`src/rtl/wb_bus_arbiter.sv`:
```
// Round-robin arbiter sharing one Wishbone master port between the IF and MEM paths.
// Holds the grant for a whole transaction, latches read data and aborts hung cycles.
module wb_bus_arbiter #(
    parameter int ADDR_W  = 32,
    parameter int DATA_W  = 32,
    parameter int TIMEOUT = 255
) (
    input  logic              clk,
    input  logic              rst,
    input  logic              if_req_i,
    input  logic [ADDR_W-1:0] if_addr_i,
    output logic              if_ack_o,
    output logic [DATA_W-1:0] if_data_o,
    input  logic              mem_req_i,
    input  logic              mem_we_i,
    input  logic [3:0]        mem_sel_i,
    input  logic [ADDR_W-1:0] mem_addr_i,
    input  logic [DATA_W-1:0] mem_data_i,
    output logic              mem_ack_o,
    output logic [DATA_W-1:0] mem_data_o,
    output logic              stall_req_if,
    output logic              stall_req_mem,
    output logic              bus_err_o,
    output logic              wishbone_cyc_o,
    output logic              wishbone_stb_o,
    output logic              wishbone_we_o,
    output logic [3:0]        wishbone_sel_o,
    output logic [ADDR_W-1:0] wishbone_addr_o,
    output logic [DATA_W-1:0] wishbone_data_o,
    input  logic [DATA_W-1:0] wishbone_data_i,
    input  logic              wishbone_ack_i
);

    typedef enum logic [1:0] {IDLE, IF_BUS, MEM_BUS} state_t;

    localparam logic [7:0] TMO_LAST = 8'(TIMEOUT - 1);

    state_t              state_q;
    logic                last_mem_q;
    logic [7:0]          tmo_q;
    logic                cyc_q, stb_q, we_q;
    logic [3:0]          sel_q;
    logic [ADDR_W-1:0]   addr_q;
    logic [DATA_W-1:0]   wdata_q;
    logic                if_ack_q, mem_ack_q, err_q;
    logic [DATA_W-1:0]   if_data_q, mem_data_q;
    logic                grant_mem_d, grant_if_d;

    // On a tie, the requester that did not own the bus last time wins.
    always_comb begin
        grant_mem_d = mem_req_i & (~if_req_i | ~last_mem_q);
        grant_if_d  = if_req_i & ~grant_mem_d;
    end

    always_ff @(posedge clk) begin
        if (rst) begin
            state_q    <= IDLE;
            last_mem_q <= 1'b0;
            tmo_q      <= '0;
            cyc_q      <= 1'b0;
            stb_q      <= 1'b0;
            we_q       <= 1'b0;
            sel_q      <= '0;
            addr_q     <= '0;
            wdata_q    <= '0;
            if_ack_q   <= 1'b0;
            mem_ack_q  <= 1'b0;
            err_q      <= 1'b0;
            if_data_q  <= '0;
            mem_data_q <= '0;
        end else begin
            if_ack_q  <= 1'b0;
            mem_ack_q <= 1'b0;
            err_q     <= 1'b0;
            case (state_q)
                IDLE: begin
                    if (grant_mem_d) begin
                        state_q    <= MEM_BUS;
                        last_mem_q <= 1'b1;
                        tmo_q      <= '0;
                        cyc_q      <= 1'b1;
                        stb_q      <= 1'b1;
                        we_q       <= mem_we_i;
                        sel_q      <= mem_we_i ? mem_sel_i : 4'hF;
                        addr_q     <= mem_addr_i;
                        wdata_q    <= mem_we_i ? mem_data_i : '0;
                    end else if (grant_if_d) begin
                        state_q    <= IF_BUS;
                        last_mem_q <= 1'b0;
                        tmo_q      <= '0;
                        cyc_q      <= 1'b1;
                        stb_q      <= 1'b1;
                        we_q       <= 1'b0;
                        sel_q      <= 4'hF;
                        addr_q     <= if_addr_i;
                        wdata_q    <= '0;
                    end
                end
                IF_BUS, MEM_BUS: begin
                    if (wishbone_ack_i) begin
                        state_q <= IDLE;
                        cyc_q   <= 1'b0;
                        stb_q   <= 1'b0;
                        we_q    <= 1'b0;
                        if (state_q == IF_BUS) begin
                            if_ack_q  <= 1'b1;
                            if_data_q <= wishbone_data_i;
                        end else begin
                            mem_ack_q <= 1'b1;
                            if (!we_q) mem_data_q <= wishbone_data_i;
                        end
                    end else if (tmo_q == TMO_LAST) begin
                        // Hung slave: release the bus and hand the owner an error ack.
                        state_q <= IDLE;
                        cyc_q   <= 1'b0;
                        stb_q   <= 1'b0;
                        we_q    <= 1'b0;
                        err_q   <= 1'b1;
                        if (state_q == IF_BUS) begin
                            if_ack_q  <= 1'b1;
                            if_data_q <= '0;
                        end else begin
                            mem_ack_q  <= 1'b1;
                            mem_data_q <= '0;
                        end
                    end else begin
                        tmo_q <= tmo_q + 8'd1;
                    end
                end
                default: state_q <= IDLE;
            endcase
        end
    end

    assign if_ack_o        = if_ack_q;
    assign if_data_o       = if_data_q;
    assign mem_ack_o       = mem_ack_q;
    assign mem_data_o      = mem_data_q;
    assign bus_err_o       = err_q;
    assign wishbone_cyc_o  = cyc_q;
    assign wishbone_stb_o  = stb_q;
    assign wishbone_we_o   = we_q;
    assign wishbone_sel_o  = sel_q;
    assign wishbone_addr_o = addr_q;
    assign wishbone_data_o = wdata_q;

    assign stall_req_if  = ~rst & if_req_i & ~if_ack_q;
    assign stall_req_mem = ~rst & mem_req_i & ~mem_ack_q;

endmodule

```
`config.mk`:
```
export PLATFORM = sky130hd
export DESIGN_NAME = wb_bus_arbiter
export DESIGN_NICKNAME = d
export VERILOG_FILES = /design/src/rtl/wb_bus_arbiter.sv
export SDC_FILE = /design/constraint.sdc
export NUM_CORES = 1
export LEC_CHECK = 0
export CAP_MARGIN = 10
export CORE_MARGIN = 5
export CORE_UTILIZATION = 39
export CTS_CLUSTER_DIAMETER = 50
export DETAILED_ROUTE_END_ITERATION = 16
export PLACE_DENSITY = 0.77
export SLEW_MARGIN = 20
export SYNTH_ARGS = -nofsm -noshare
export SYNTH_HDL_FRONTEND = slang
export SYNTH_SLANG_ARGS = --single-unit
```
`constraint.sdc`:
```
create_clock -name clk -period 3.03 [get_ports clk]
set_input_delay 0.303 -clock clk [delete_from_list [all_inputs] [get_ports clk]]
set_output_delay 0.303 -clock clk [all_outputs]
set_load 0.1 [all_outputs]
```
==> summary.txt, run 1 <==
Status: completed
Critical Path Max Stage Delay: 1.16 ns
DR WL/cell: 18.52 µm
Max-slew violations: 0
Total track usage: 0.2214
GRT overflow: 0
Syn. warnings: 0
Static Leak: 3.485 nW
Clock tree root driver cell: clkbuf_16
TritonCTS buffer count: 17
Sequential share of the synthesized area: 0.5065
# DRC: 0
Reg2Reg Setup Slack: 0.86 ns
Worst reg2reg endpoint: if_data_o[28]
Max cap viols: 0
Final TNS setup: 0 ns
Number of enable flip-flop cells after synthesis: 0
Post-CTS setup buffers: 0
Antenna fix cells: 0
Largest net degree at the start of global routing: 50
Unrepaired setup endpoints after global routing: no
CP top delay family: buffers and inverters
Final WL: 19970 µm
Hold WC Path Type: in2reg
Max clock buf depth: 2
Clock Latency Late Sink: 0.41 ns
Worst vdd ir: 0.4053 mV
Via-to-Cell Ratio: 5.389
Worst Setup Slack, final: 0.7953 ns
Crit Path Max Fanout: 2
IO buf count: 277
Crit Path Class: reg2out
Post-CTS sizing: 0
CP max-delay cell: clkdlybuf4s50_1
Syn Nets: 775
Final nets: 1024
Worst Hold Path Cells: 2
Hold Buf Count CTS: 0
Hold Path Sink: wishbone_addr_o[7]
Routability cong.: 0.7983
Tcrit/Tclk final: 0.7375
Mapped Cells: 633
R2R Path Start: state_q[0]
Worst EP required: 2.73 ns
Clock sink count: 148
Cells along the critical path: clkdlybuf4s50_1
Main synth FF type: dfxtp_1
Row cnt: 44
I/O pin cnt: 278
Setup crit end kind: output port
Final HPWL DP: 14370 µm
CP bufs+invs: 1
CTS tree: built
Asr flop ratio synth: 0
Share of layout cells above drive strength 1: 0.1577
Vias in the first global route: 5718
#FFs+latches synth: 148
Post-synthesis cell area: 5849 µm²
Peak Freq: 0.4475 GHz
Hold Path Origin: rst
DRT Pass-1 Iters: 5
Die Area: 17550 µm²
Final hold vios: 0
Avg Cell Area, Syn: 9.241 µm²
Slew headroom: 0.3250
Commonest non-fill, non-tap cell in the layout: clkdlybuf4s50_1
Antenna violations before repair: 0
DR vias: 5809
Commonest non-fill, non-tap cells in the layout: 195 x clkdlybuf4s50_1, 148 x dfxtp_1, 97 x buf_4
Crit path arrival time: 1.93 ns
Post-synth cell types: 46
Die H: 132.5 µm
Starting Density: 0.3994
Core box area: 14640 µm²
Critical path launch point type: flop
Initial DRC count: 416
Setup Viol. Count Final: 0
Pre-CTS setup slack: 0.7401 ns
Worst Reg-to-Reg Cells: 8
Pwr Density: 696.9 nW/µm²
Worst Skew: 0.007425 ns
Minimum clock period: 2.235 ns
Routed Antenna Nets: 0
Clk pin slew, worst setup/hold paths: 0.06 ns
Worst slew pin tran: 1.009 ns
H-tree levels: 4
Crit path depth: 1
Die width: 132.5 µm
Area grow syn2layout: 56.32%
First-pass GRT wire length: 31080 µm
-- worst max-delay path by stage --
stage | from | end | slack (ns)
floorplan | if_ack_o | stall_req_if | 0.74
global placement | if_req_i | wishbone_addr_o[2] | 0.78
detailed placement | if_req_i | wishbone_addr_o[6] | 0.74
CTS | mem_data_o[23] | mem_data_o[23] | 0.78
global route | state_q[0] | if_data_o[28] | 0.70
finish | mem_data_o[23] | mem_data_o[23] | 0.80
-- cell type report --
type / instances / area (µm²)
timing repair buffer: 293 / 2700
fill: 1246 / 5500
inverter: 5 / 18.77
clock inverter: 12 / 157.7
tap: 184 / 230.2
clock buffer: 19 / 432.9
multi-input combinational: 417 / 2641
sequential: 148 / 2963
-- cell usage after synthesis, drive strengths merged, types with 2 or more instances --
library cell	instances	area, µm²
nor2	40	150.1
buf	27	152.6
a21oi	74	381.6
nor3b	3	27.52
nor3	11	60.06
nand2b	7	43.79
clkbuf	36	135.1
and4	2	17.52
a31oi	2	12.51
o21ai	37	185.2
a22o	33	289.0
a211oi	35	262.8
dfxtp	148	2963
nand3	38	190.2
and2	2	12.51
o21a	2	15.01
ha	4	50.05
and3	2	17.52
inv	5	18.77
nand4	34	219.0
nor4	2	12.51
nand2	39	146.4
o31ai	4	30.03
o22ai	2	12.51
mux2i	32	320.3
-- state kept, by name (all words and copies together), names as in the netlist --
register,cells
bus_err_o,1
mem_ack_o,1
wishbone_addr_o,32
if_data_o,32
mem_data_o,32
wishbone_we_o,1
wishbone_sel_o,4
if_ack_o,1
tmo_q,8
last_mem_q,1
state_q,2
wishbone_data_o,32
wishbone_stb_o,1
-- routing by layer --
| metal | track usage | vias to the layer above | wire length, µm |
|---|---|---|---|
| met5 | 0 | - | 0 |
| li1 | - | 2814 | - |
| met2 | 0.3664 | 255 | 9569 |
| met4 | 0.09469 | 0 | 635 |
| met1 | 0.2576 | 2707 | 7861 |
| met3 | 0.08276 | 33 | 1901 |
-- kinds of logic after synthesis --
logic type,Yosys count,synth area share
AOI/OAI and AO/OA,198,0.2210
adders and majority gates,4,0.008556
buffers and inverters,68,0.05241
DFF,148,0.5065
muxes,32,0.05476
and+or+nand+nor,183,0.1568
-- per-stage QoR --
step / power [mW] / area (µm²) / util / hold WS (ns) / cells
after floorplan: 3.701 / 5859 / - / 0.4357 / 633
final: 6.372 / 9144 / 0.6244 / 0.3359 / 1078
after global placement: 4.299 / 8553 / 0.5841 / 0.4368 / 1047
after CTS: 6.421 / 9144 / 0.6244 / 0.3329 / 1078
after detailed placement: 4.315 / 8553 / 0.5841 / 0.4461 / 1047
after global routing: 6.607 / 9144 / 0.6244 / 0.3646 / 1078
-- power by group --
group | switching, mW | internal [mW] | total [mW]
combinational | 1.54 | 0.557 | 2.10
sequential | 0.0856 | 2.09 | 2.17
clock | 0.810 | 1.29 | 2.10
total | 2.43 | 3.94 | 6.37
Note: power is estimated with default switching activity, not from simulation.
==> run 2: changes to the inputs <==
==> constraint.sdc (replaced) <==
create_clock -name clk -period 2.18 [get_ports clk]
set_input_delay 0.218 -clock clk [delete_from_list [all_inputs] [get_ports clk]]
set_output_delay 0.218 -clock clk [all_outputs]
set_load 0.1 [all_outputs]
==> run 2 against run 1 <==
Clock skew up 0.0015 ns. Flip-flop and latch count did not move. Highest routed layer unchanged. Via count about the same. Critical path type is now reg2reg. Non-clock buffer count grew 5.
==> summary.txt, run 2 (synthesized netlist as in run 1, its figures left out) <==
# DRC: 0
Clock tree root driver cell: clkbuf_16
Routability cong.: 0.8882
Commonest non-fill, non-tap cell in the layout: buf_4
Tcrit/Tclk final: 0.9177
Hold WC Path Type: in2reg
Worst EP required: 2.49 ns
DR vias: 5804
CTS tree: built
Worst Skew: 0.008925 ns
Final WL: 20240 µm
Post-CTS setup buffers: 0
Setup Viol. Count Final: 0
Clock Latency Late Sink: 0.42 ns
Starting Density: 0.3994
Slew headroom: 0.5922
Crit path to: tmo_q[4]
GRT overflow: 0
TritonCTS buffer count: 17
Commonest non-fill, non-tap cells in the layout: 153 x buf_4, 148 x dfxtp_1, 135 x clkdlybuf4s50_1
IO buf count: 277
DRT Pass-1 Iters: 4
Die Area: 17550 µm²
Worst vdd ir: 0.5314 mV
Row cnt: 44
Hold Path Origin: wishbone_ack_i
Antenna violations before repair: 0
Area grow syn2layout: 55.64%
Pwr Density: 964.7 nW/µm²
Critical path launch point type: flop
Worst slew pin tran: 0.6098 ns
Hold_ws: 0.2182 ns
Final nets: 1029
Reg2Reg Setup Slack: 0.18 ns
First-pass GRT wire length: 30950 µm
Initial DRC count: 316
Clock sink count: 148
Worst Reg-to-Reg Cells: 7
Final TNS setup: 0 ns
Static Leak: 3.675 nW
Minimum clock period: 2.001 ns
Max clock buf depth: 2
Crit Path Class: reg2reg
Vias in the first global route: 5582
Status: completed
Post-CTS sizing: 0
Clk pin slew, worst setup/hold paths: 0.06 ns
Largest net degree at the start of global routing: 49
Crit path arrival time: 2.31 ns
Antenna fix cells: 0
Routed Antenna Nets: 0
Final hold vios: 0
Die H: 132.5 µm
I/O pin cnt: 278
Peak Freq: 0.4999 GHz
Max-slew violations: 0
Via-to-Cell Ratio: 5.354
Die width: 132.5 µm
DR WL/cell: 18.67 µm
Share of layout cells above drive strength 1: 0.2322
Core box area: 14640 µm²
Layout fillers: 1263
Final HPWL DP: 14560 µm
Hold Buf Count CTS: 0
Total track usage: 0.2213
Worst reg2reg endpoint: tmo_q[4]
Max cap viols: 0
Critical Path Start: state_q[0]
Crit Path Max Fanout: 16
Setup crit end kind: flop
H-tree levels: 4
Unrepaired setup endpoints after global routing: no
R2R Path Start: state_q[0]
[run 2: through the flow]
stage | instances | setup slack [ns] | cell area (µm²) | utilization | power [mW]
CTS | 1084 | 0.1776 | 9104 | 0.6217 | 8.844
floorplan | 633 | 0.1280 | 5872 | - | 5.148
finish | 1084 | 0.1794 | 9104 | 0.6217 | 8.782
detailed placement | 1052 | 0.2001 | 8534 | 0.5828 | 6.025
global placement | 1052 | 0.1947 | 8534 | 0.5828 | 6.012
global route | 1084 | 0.01625 | 9104 | 0.6217 | 9.109
[run 2: critical path, cell delays in order, from the launching register on]
cell and delay (ns):
dfxtp_1 0.35, inv_1 0.05, ha_1 0.39, buf_4 0.26, nor2_1 0.08, nor2_1 0.36, a31oi_1 0.14, a22o_1 0.25
[run 2: cell type report]
| cell class | instances | area (µm²) | area share |
|---|---|---|---|
| well taps | 184 | 230.2 | 0.02529 |
| repair buffers | 298 | 2685 | 0.2949 |
| multi-input cells | 417 | 2638 | 0.2897 |
| clock inverters | 12 | 102.6 | 0.01127 |
| clock buffers | 20 | 466.7 | 0.05126 |
| inverters | 5 | 18.77 | 0.002062 |
| flip-flops and latches | 148 | 2963 | 0.3255 |
[run 2: metal layers]
layer,vias to the layer above,part of all wire,GRT usage
li1,2826,-,-
met1,2710,0.39,0.2560
met2,250,0.49,0.3741
met3,18,0.11,0.09681
met4,0,0.017,0.06120
met5,-,0,0
[run 2: report_power, final]
part / switching [mW] / internal [mW]
combinational: 2.15 / 0.803
clock: 1.15 / 1.66
sequential: 0.115 / 2.90
total: 3.42 / 5.37
[run 2: how the worst min path moves through the flow]
| stage | to | slack, ns | cells after the start |
|---|---|---|---|
| 3_3_place_gp | wishbone_data_o[30] | 0.44 | 2 |
| 3_5_place_dp | wishbone_data_o[27] | 0.44 | 2 |
| 5_1_grt | bus_err_o | 0.22 | 2 |
| 6_report | bus_err_o | 0.22 | 2 |
| 4_1_cts | bus_err_o | 0.20 | 2 |
| 2_1_floorplan | mem_data_o[10] | 0.35 | 1 |
==> run 3: changes to the inputs <==
--- a/config.mk
+++ b/config.mk
@@ -8,8 +8,10 @@
 export CAP_MARGIN = 10
 export CORE_MARGIN = 5
 export CORE_UTILIZATION = 39
+export CTS_BUF_LIST = sky130_fd_sc_hd__clkbuf_8
 export CTS_CLUSTER_DIAMETER = 50
 export DETAILED_ROUTE_END_ITERATION = 16
+export MAX_ROUTING_LAYER = met4
 export PLACE_DENSITY = 0.77
 export SLEW_MARGIN = 20
 export SYNTH_ARGS = -nofsm -noshare
==> constraint.sdc (replaced) <==
create_clock -name clk -period 2.3 [get_ports clk]
set_input_delay 0.23 -clock clk [delete_from_list [all_inputs] [get_ports clk]]
set_output_delay 0.23 -clock clk [all_outputs]
set_load 0.1 [all_outputs]
==> run 3 against run 2 <==
Non-clock buffer count shrank 1. Combinational power shrank 5%. Sequential power shrank 6%. Die area is the same. Register-to-register slack gained 0.08 ns. Critical endpoint is now tmo_q[5]. Highest routed layer unchanged.
==> summary.txt, run 3 (synthesized netlist as in run 1, its figures left out) <==
Tcrit/Tclk final: 0.8871
Final WL: 19590 µm
Static Leak: 3.589 nW
Max clock buf depth: 2
Layout fillers: 1317
Vias in the first global route: 5541
Worst Hold Path Cells: 2
I/O pin cnt: 278
Area grow syn2layout: 52.64%
Worst reg2reg endpoint: tmo_q[5]
Hold_ws: 0.2156 ns
Clock sink count: 148
Setup Viol. Count Final: 0
Max-slew violations: 0
Final Total Pwr: 7.656 mW
Final HPWL DP: 14440 µm
Routed Antenna Nets: 0
Worst Setup Slack, final: 0.2596 ns
Hold WC Path Type: in2reg
Crit path arrival time: 2.39 ns
H-tree levels: 4
Setup crit end kind: flop
Post-CTS sizing: 0
Final TNS setup: 0 ns
Routability cong.: 0.8751
Starting Density: 0.3994
Die width: 132.5 µm
Commonest non-fill, non-tap cells in the layout: 152 x buf_4, 148 x dfxtp_1, 136 x clkdlybuf4s50_1
Row cnt: 44
Peak Freq: 0.4901 GHz
Worst vdd ir: 0.5289 mV
Largest net degree at the start of global routing: 88
Crit Path Max Fanout: 10
Hold Buf Count CTS: 0
Commonest non-fill, non-tap cell in the layout: buf_4
Final hold vios: 0
Worst Reg-to-Reg Cells: 6
Status: completed
GRT overflow: 0
Pre-CTS setup slack: 0.2794 ns
Slew headroom: 0.6936
Pwr Density: 857.5 nW/µm²
Crit Path Class: reg2reg
Post-CTS setup buffers: 0
Minimum clock period: 2.040 ns
Hold Path Origin: rst
CTS tree: built
# DRC: 0
Clk pin slew, worst setup/hold paths: 0.09 ns
Clock tree root driver cell: clkbuf_8
Worst Skew: 0.01248 ns
TritonCTS buffer count: 17
Via-to-Cell Ratio: 5.334
Clock Latency Late Sink: 0.44 ns
Antenna fix cells: 0
Antenna violations before repair: 0
DRT Pass-1 Iters: 4
Final nets: 1028
Worst slew pin tran: 0.4569 ns
Die H: 132.5 µm
Critical path launch point type: flop
Core box area: 14640 µm²
R2R Path Start: state_q[0]
Total track usage: 0.2211
First-pass GRT wire length: 30220 µm
DR WL/cell: 18.09 µm
Hold Path Sink: if_data_o[26]
Reg2Reg Setup Slack: 0.26 ns
Worst EP required: 2.65 ns
Unrepaired setup endpoints after global routing: no
Initial DRC count: 349
Max cap viols: 0
DR vias: 5777
IO buf count: 277
Die Area: 17550 µm²
Share of layout cells above drive strength 1: 0.2291
## run 3: power by group
part / internal, mW / switching, mW
Clock: 1.02 / 0.994
Combinational: 0.762 / 2.03
Sequential: 2.75 / 0.107
Total: 4.53 / 3.13
## run 3: final cells by class
| type | count | area (µm²) | area share |
|---|---|---|---|
| inverters | 5 | 18.77 | 0.002102 |
| flip-flops and latches | 148 | 2963 | 0.3318 |
| clock inverters | 13 | 131.4 | 0.01471 |
| multi-input cells | 417 | 2641 | 0.2958 |
| clock buffers | 19 | 261.5 | 0.02929 |
| well taps | 184 | 230.2 | 0.02578 |
| repair buffers | 297 | 2683 | 0.3004 |
## run 3: metal layers
metal / share of wire / global-route usage
met5: 0 / -
met4: 0.016 / 0.06986
met3: 0.095 / 0.07669
met2: 0.49 / 0.3636
met1: 0.40 / 0.2543
## run 3: worst max path at each step
stage / from / endpoint / slack, ns
after floorplan: if_ack_o / stall_req_if / 0.08
after global placement: wishbone_ack_i / if_data_o[17] / 0.31
after detailed placement: wishbone_ack_i / if_data_o[21] / 0.28
after CTS: state_q[0] / tmo_q[5] / 0.27
after global routing: state_q[0] / tmo_q[5] / 0.05
final: state_q[0] / tmo_q[5] / 0.26
## run 3: metrics by stage
step	instance area [µm²]	utilization	std cells
floorplan	5859	-	633
global placement	8536	0.5829	1051
detailed placement	8536	0.5829	1051
CTS	8929	0.6097	1083
global route	8929	0.6097	1083
finish	8929	0.6097	1083
## run 3: critical path, cell delays in order, from the launching register on
cell       delay, ns
dfxtp_1         0.36
inv_1           0.05
ha_1            0.45
nand2b_1        0.24
a2111oi_4       0.43
nand4_2         0.20
o32ai_2         0.22
